<file path="config.mk">
export PLATFORM = sky130hd
export DESIGN_NAME = sadd_seq_ctrl
export DESIGN_NICKNAME = d
export VERILOG_FILES = /design/src/rtl/sadd_seq_ctrl_pkg.sv /design/src/rtl/sadd_seq_ctrl_fa.sv /design/src/rtl/sadd_seq_ctrl.sv
export SDC_FILE = /design/constraint.sdc
export NUM_CORES = 1
export LEC_CHECK = 0
export ABC_AREA = 1
export BUFFER_PORTS_ARGS = -buffer_cell sky130_fd_sc_hd__buf_2
export CAP_MARGIN = 0
export CORE_MARGIN = 5
export CORE_UTILIZATION = 43
export CTS_CLUSTER_SIZE = 40
export DETAILED_ROUTE_END_ITERATION = 12
export PLACE_DENSITY = 0.65
export SLEW_MARGIN = 30
export SYNTH_ARGS = -nofsm -noshare
export SYNTH_HDL_FRONTEND = slang
export SYNTH_SLANG_ARGS = --single-unit
</file>
<file path="constraint.sdc">
create_clock -name clk -period 1.4 [get_ports clk]
set_input_delay 0.21 -clock clk [delete_from_list [all_inputs] [get_ports clk]]
set_output_delay 0.21 -clock clk [all_outputs]
set_load 0.05 [all_outputs]
</file>
<file path="src/rtl/sadd_seq_ctrl_pkg.sv">
// Shared definitions for the bit-serial adder sequencer: state encodings and default width.
package sadd_seq_ctrl_pkg;

    typedef enum logic [1:0] {
        ST_IDLE = 2'd0,
        ST_RUN  = 2'd1,
        ST_DONE = 2'd2
    } state_t;

    localparam int W_DEFAULT = 4;

endpackage

</file>
<file path="src/rtl/sadd_seq_ctrl_fa.sv">
// Combinational 1-bit full adder cell used by the serial add datapath.
module sadd_fa (
    input  logic a,
    input  logic b,
    input  logic ci,
    output logic s,
    output logic co
);

    assign s  = a ^ b ^ ci;
    assign co = (a & b) | (a & ci) | (b & ci);

endmodule

</file>
<file path="src/rtl/sadd_seq_ctrl.sv">
// Sequencer feeding two W-bit operands LSB-first through one full-adder cell.
//   state   | meaning
//   ST_IDLE | waiting for start; ready=1
//   ST_RUN  | one operand bit per clock through the adder; busy=1
//   ST_DONE | one-cycle done pulse; sum/cout valid
module sadd_seq_ctrl
    import sadd_seq_ctrl_pkg::*;
#(
    parameter int W = W_DEFAULT
) (
    input  logic         clk,
    input  logic         rst,
    input  logic         start,
    input  logic [W-1:0] a,
    input  logic [W-1:0] b,
    input  logic         cin,
    input  logic         abort,
    output logic         ready,
    output logic         busy,
    output logic         done,
    output logic [W-1:0] sum,
    output logic         cout,
    output logic         s_bit
);

    localparam int            CW   = $clog2(W) + 1;
    localparam logic [CW-1:0] LAST = CW'(W - 1);

    state_t        state;
    logic [W-1:0]  a_sh;
    logic [W-1:0]  b_sh;
    logic [W-1:0]  sum_r;
    logic [CW-1:0] count;
    logic          carry;
    logic          cout_r;
    logic          fa_s;
    logic          fa_co;

    sadd_fa u_fa (
        .a  (a_sh[0]),
        .b  (b_sh[0]),
        .ci (carry),
        .s  (fa_s),
        .co (fa_co)
    );

    always_ff @(posedge clk or posedge rst) begin
        if (rst) begin
            state  <= ST_IDLE;
            a_sh   <= '0;
            b_sh   <= '0;
            sum_r  <= '0;
            count  <= '0;
            carry  <= 1'b0;
            cout_r <= 1'b0;
        end else if (abort) begin
            state  <= ST_IDLE;
            sum_r  <= '0;
            cout_r <= 1'b0;
            carry  <= 1'b0;
            count  <= '0;
        end else begin
            case (state)
                ST_IDLE: begin
                    if (start) begin
                        a_sh   <= a;
                        b_sh   <= b;
                        carry  <= cin;
                        count  <= '0;
                        sum_r  <= '0;
                        cout_r <= 1'b0;
                        state  <= ST_RUN;
                    end
                end
                ST_RUN: begin
                    carry <= fa_co;
                    a_sh  <= a_sh >> 1;
                    b_sh  <= b_sh >> 1;
                    sum_r <= {fa_s, sum_r[W-1:1]};
                    count <= count + 1'b1;
                    // final bit: capture carry-out so it is valid alongside done
                    if (count == LAST) begin
                        cout_r <= fa_co;
                        state  <= ST_DONE;
                    end
                end
                ST_DONE: state <= ST_IDLE;
                default: state <= ST_IDLE;
            endcase
        end
    end

    assign ready = (state == ST_IDLE);
    assign busy  = (state == ST_RUN);
    assign done  = (state == ST_DONE);
    assign sum   = sum_r;
    assign cout  = cout_r;
    assign s_bit = (state == ST_RUN) & fa_s;

endmodule
</file>
==> impl_results.md, run 1 <==
- Status: finished with violations
- Violated checks: setup timing
- Part of the cycle the worst path needs: 1.256
- Count leader, synth: nand2_1
- Met1 GRT Util: 0.1749
- Setup violations, final: 1
- DR vias/cell: roughly 4.8
- Yosys warning total: 0
- Root buf cell: clkbuf_4
- Post-synthesis mux area share: 0
- GR met2 Demand/Resource: 0.2208
- Post-Synth Adder-Cell Area: 0.04412
- Transition time at the pin with the least slew margin: between 200 and 300 ps
- Worst-Skew Late Latency: about 290 ps
- Main combinational cell family by area after synthesis: simple AND/OR/NAND/NOR gates
- Compound-gate portion of the synthesized area: 0.08701
- Row count: 17
- Vias in the first global route: 828
- Critical path type: flop to output pin
- Total wire length: 2055 um
- Post-Syn Nets: approximately 130
- Max Slew Vio Count: 0
- Final HPWL DP: about 1500 um
- P_leak: 0.6747 nW
- Die Height: a little under 60 um
- First-pass GRT wire length: roughly 3600 um
- Hold Slack: 147.6 ps
- DR WL/cell: around 12 um
- Drc violations: 0
- Initial Util: 0.4571
- CTS tree: done
- Met3 GRT Util: 0.02193
- Total CTS buffers: 3
- Final ANT Viol Nets: 0
- Nets: approximately 160
- Filler Cell Count: 211
- Top_reg_cell synth: dfrtp_1
- Die X: between 50 and 60 um
- H-tree depth: 1
- VDD IR max: about 670 uV
- Max-capacitance violation count: 0
- Synth Area in Simple Gates: 0.3186
- Top cell type's share of synthesized area: 0.4657
- RSZ-0062 raised after global routing: true
- PD cells: ~1100 nW/um^2
- Yosys top cell by area: dfrtp_1
- Hold Crit Class: input pin to flop
- Minimum clock period: ~1800 ps
- Async S/R FF share, synth: 1.000
- # port buffers: 21
- Post-synth EDFFs: 0
- Final Cell Area: 1247 sq um
- Sequential share of the synthesized area: 0.4657
- Gate Count Post-Synth: 116
- Synth area leaders: dfrtp_1 47%, nand2_1 14%, nand3_1 5.4%
- DR vias: about 830
- Setup TNS: -359.1 ps
- DR iter-0 viols: 22
- Final worst slack: -359.1 ps
- Cell Count Post-Placement: approximately 170
- Synth cell count leaders: 39 x nand2_1, 19 x dfrtp_1, 11 x nand3_1
- Ratio of cells with drive above 1 in the final layout: 0.3793
- Required time of the critical path: between 1000 and 1500 ps
- F_max: approximately 0.57 GHz
- # IOs: 22
- #FFs+latches synth: 19
- CTS max path bufs: 2
- CTS Sinks: 19
- Max-Slew Margin vs Limit: 0.8115
- Clk slew on worst S/H paths: 100 ps
- Post-DP Area: 1175 sq um
- Tot GR Track Use: 0.1335
- Yosys cell types: 22
- Core area: about 2200 sq um
- Layout area overhead: 22.18%
- DIE AREA: between 3000 and 4000 sq um
- Fin cells: ~170
- Largest net degree at the start of global routing: 20
- Total design power: around 1.3 mW
- Post-synthesis xor/xnor area fraction: 0
- Critical Path End Type: output pin
- Synth Area per Inst: roughly 8.8 sq um
- Post-Syn Area: 1021 sq um
- Gr ovfl total: 0
- CP Data Arrival Time: 1550 ps
- Final hold viol count: 0
- Crit Path Max Fanout: 2
- Drt first pass iters: 4
- Max Clock Skew: 5.022 ps
- Diode count: 0
- Grt peak-use layer: met2
- CP Launch Type: flop
- Antenna violations before repair: 0
- Final Wtd Congestion: 0.8610
==> metrics by stage <==
step	utilization	setup slack, ps
2_1_floorplan	-	-39.91
3_3_place_gp	0.5261	-122.6
3_5_place_dp	0.5261	-121.2
4_1_cts	0.5518	-372.9
5_1_grt	0.5585	-433.2
6_report	0.5585	-359.1
==> metal layers <==
layer | wire, um | part of all wire | up-vias
li1 | - | - | 425
met1 | 996 | 0.48 | 393
met2 | 962 | 0.47 | 14
met3 | 80 | 0.039 | 2
met4 | 16 | 0.0078 | 0
met5 | 0 | 0 | -
==> where the power goes <==
part / internal, mW / switching, mW / total (mW)
registers: 0.609 / 0.0423 / 0.652
logic: 0.148 / 0.262 / 0.410
clock network: 0.111 / 0.160 / 0.271
==> sequential cells by signal, summed over array words and instances, names as in the netlist <==
signal  cells
b_sh        4
a_sh        4
state       2
carry       1
count       3
sum         4
cout        1
==> cells by family (layout without fill, tap and decap cells) <==
group,count (synthesis),in the layout
buffers and inverters,16,45
AOI/OAI and AO/OA,11,11
adders and majority gates,3,3
and+or+nand+nor,67,67
DFF,19,19
==> layout make-up <==
type,count,area (sq um),share of cell area
multi-input cells,81,479.2,0.3842
well taps,28,35.03,0.02808
clock buffers,4,26.28,0.02106
flip-flops and latches,19,478.0,0.3831
inverters,14,55.05,0.04413
repair buffers,27,173.9,0.1394
==> worst max-delay path: stages (launching register included) <==
cell	delay, ps
dfrtp_1	410
fa_1	560
inv_2	60
nor2_4	80
buf_6	160
==> what timing repair did <==
item	4_1_cts	5_1_grt
endpoints found under the setup margin	4	4
hold buffers	1	0
buffers inserted	1	0
gates resized for setup	7	5
pin swaps	0	0
hold endpoints to repair	19	0
==> cell usage in the layout, fill, tap and decap left out, types with 2 or more instances in the layout <==
| cell | instances |
|---|---|
| buf_2 | 17 |
| buf_4 | 6 |
| buf_6 | 3 |
| clkbuf_4 | 3 |
| dfrtp_1 | 17 |
| dfrtp_2 | 2 |
| ha_1 | 2 |
| inv_1 | 8 |
| inv_2 | 5 |
| nand2_1 | 39 |
| nand2_2 | 6 |
| nand2_4 | 2 |
| nand3_1 | 11 |
| nor2_4 | 5 |
| o21ai_1 | 3 |
| o21ai_4 | 2 |
| o22ai_1 | 4 |
==> path summary, 6_finish.rpt <==
kind,startpoint,end,slack [ps],cells after the start
min in group asynchronous,rst,sum[2],470,4
min reg2reg,cout,cout,480,2
max reg2reg,state[0],carry,110,5
max,carry,s_bit,-360,4
min,b[3],b_sh[3],150,3
max in group asynchronous,rst,state[1],710,4
Note: power is estimated with default switching activity, not from simulation.
==> run 2: changes to the inputs <==
--- a/config.mk
+++ b/config.mk
@@ -9,10 +9,10 @@
 export BUFFER_PORTS_ARGS = -buffer_cell sky130_fd_sc_hd__buf_2
 export CAP_MARGIN = 0
 export CORE_MARGIN = 5
-export CORE_UTILIZATION = 43
+export CORE_UTILIZATION = 45
 export CTS_CLUSTER_SIZE = 40
 export DETAILED_ROUTE_END_ITERATION = 12
-export PLACE_DENSITY = 0.65
+export PLACE_DENSITY = 0.68
 export SLEW_MARGIN = 30
 export SYNTH_ARGS = -nofsm -noshare
 export SYNTH_HDL_FRONTEND = slang
==> impl_results.md, run 2 (synthesized netlist as in run 1, its figures left out) <==
- Drc violations: 0
- Total design power: 1.335 mW
- DR vias: about 840
- Vias in the first global route: 794
- Largest net degree at the start of global routing: 20
- RR Endpoint: carry
- Initial Util: 0.4660
- Part of the cycle the worst path needs: 1.263
- CP Launch Type: flop
- Antenna violations before repair: 0
- Final hold viol count: 0
- Final worst slack: -367.6 ps
- Drt first pass iters: 4
- H-tree depth: 1
- Final Cell Area: between 1000 and 1500 sq um
- # port buffers: 21
- Die X: slightly below 60 um
- Max Clock Skew: around 2 ps
- Hold Crit Endpoint: a_sh[3]
- Core area: approximately 2200 sq um
- CTS tree: done
- Most frequent cells in the layout: 39 x nand2_1, 17 x dfrtp_1, 17 x buf_2
- Worst-Skew Late Latency: 290 ps
- Hold_sp: a[3]
- Total CTS buffers: 3
- RR Startpoint: state[0]
- Ratio of cells with drive above 1 in the final layout: 0.3878
- Clk slew on worst S/H paths: approximately 110 ps
- Final ANT Viol Nets: 0
- DR iter-0 viols: 13
- Status: finished with violations
- Minimum clock period: 1768 ps
- P_leak: between 0.6 and 0.7 nW
- RSZ-0062 raised after global routing: true
- Die Height: around 58 um
- Nets: 164
- Fin cells: ~180
- F_max: 0.5657 GHz
- Post-DP Area: around 1200 sq um
- Cell Count Post-Placement: approximately 170
- Max-Slew Margin vs Limit: 0.8064
- Tot GR Track Use: 0.1357
- FF-to-FF path depth: 5
- Total wire length: roughly 2000 um
- Violated checks: setup timing
- Max Slew Vio Count: 0
- Clock power share: 0.208
- CP Data Arrival Time: 1560 ps
- Final HPWL DP: approximately 1500 um
- Internal reg-to-reg setup slack: about 110 ps
- Final Wtd Congestion: approximately 0.84
- Diode count: 0
- DIE AREA: around 3300 sq um
- Critical Path End Type: output pin
- Filler Cell Count: about 210
- Switching Fraction: 0.3503
- PD cells: 1057 nW/um^2
- Layout area overhead: 23.65%
- CTS max path bufs: 2
- Commonest non-fill, non-tap cell in the layout: nand2_1
- Hold Crit Class: input pin to flop
- Switching Power: approximately 0.47 mW
- CTS Sinks: 19
- Setup violations, final: 1
- Register Area: 478.0 sq um
- Comb pwr share: 0.304
- Gr ovfl total: 0
- DR WL/cell: 11.43 um
- Root buf cell: clkbuf_4
- Area of the multi-input gates: roughly 480 sq um
- Max-capacitance violation count: 0
- DR vias/cell: around 4.8
- Transition time at the pin with the least slew margin: 289.3 ps
- Critical path type: flop to output pin
- Hold Slack: about 130 ps
- Pint: roughly 0.87 mW
- Post-route core utilization: 0.5762
- Required time of the critical path: ~1200 ps
- Reg power frac: 0.488
- VDD IR max: 810.8 uV
- # IOs: 22
- Row count: 17
- Worst Hold Depth: 3
- First-pass GRT wire length: 3519 um
- Crit Path Max Fanout: 2
run 2: cell types whose count changed in the layout (fill, tap and decap cells not counted):
cell,change
clkbuf_4,+1
buf_4,+1
run 2: through the flow:
step / setup slack [ps] / setup TNS [ps]
detailed placement: -131.5 / -131.5
floorplan: -39.91 / -39.91
global route: -426.3 / -448.8
CTS: -365.5 / -365.5
finish: -367.6 / -367.6
global placement: -123.7 / -123.7
run 2: how the worst max path moves through the flow:
| stage | start | end | slack [ps] | cells after the start |
|---|---|---|---|---|
| after floorplan | carry | s_bit | -40 | 3 |
| after global placement | carry | s_bit | -120 | 4 |
| after detailed placement | carry | s_bit | -130 | 4 |
| after CTS | carry | s_bit | -370 | 4 |
| after global routing | carry | s_bit | -430 | 4 |
| final | carry | s_bit | -370 | 4 |
run 2: layer usage:
| layer | routed length, um | track usage |
|---|---|---|
| met5 | 0 | 0 |
| met4 | 25 | 0.03974 |
| met3 | 65 | 0.02895 |
| met1 | 958 | 0.1941 |
| met2 | 950 | 0.2065 |
run 2: layout make-up:
| cell class | instances | area share |
|---|---|---|
| clock buffers | 4 | 0.02081 |
| well taps | 28 | 0.02775 |
| flip-flops and latches | 19 | 0.3786 |
| inverters | 14 | 0.04361 |
| multi-input cells | 81 | 0.3796 |
| repair buffers | 29 | 0.1497 |
run 2: worst max-delay path: stages (launching register included):
cell and delay (ps):
dfrtp_1 410, fa_1 550, inv_2 50, nor2_4 80
buf_6 160
run 2: power by group through the flow:
stage	Combinational, mW	Sequential, mW	Clock, mW
floorplan	0.280	0.671	0
global placement	0.369	0.661	0
detailed placement	0.374	0.665	0
CTS	0.405	0.652	0.277
global route	0.448	0.661	0.318
finish	0.405	0.651	0.278
run 2: repair_timing:
item / in CTS / in global routing
setup endpoints to repair: 4 / 4
gates resized for setup: 7 / 4
hold buffers: 1 / 0
setup buffers: 1 / 2
pin swaps: 0 / 1
hold endpoints to repair: 19 / 0
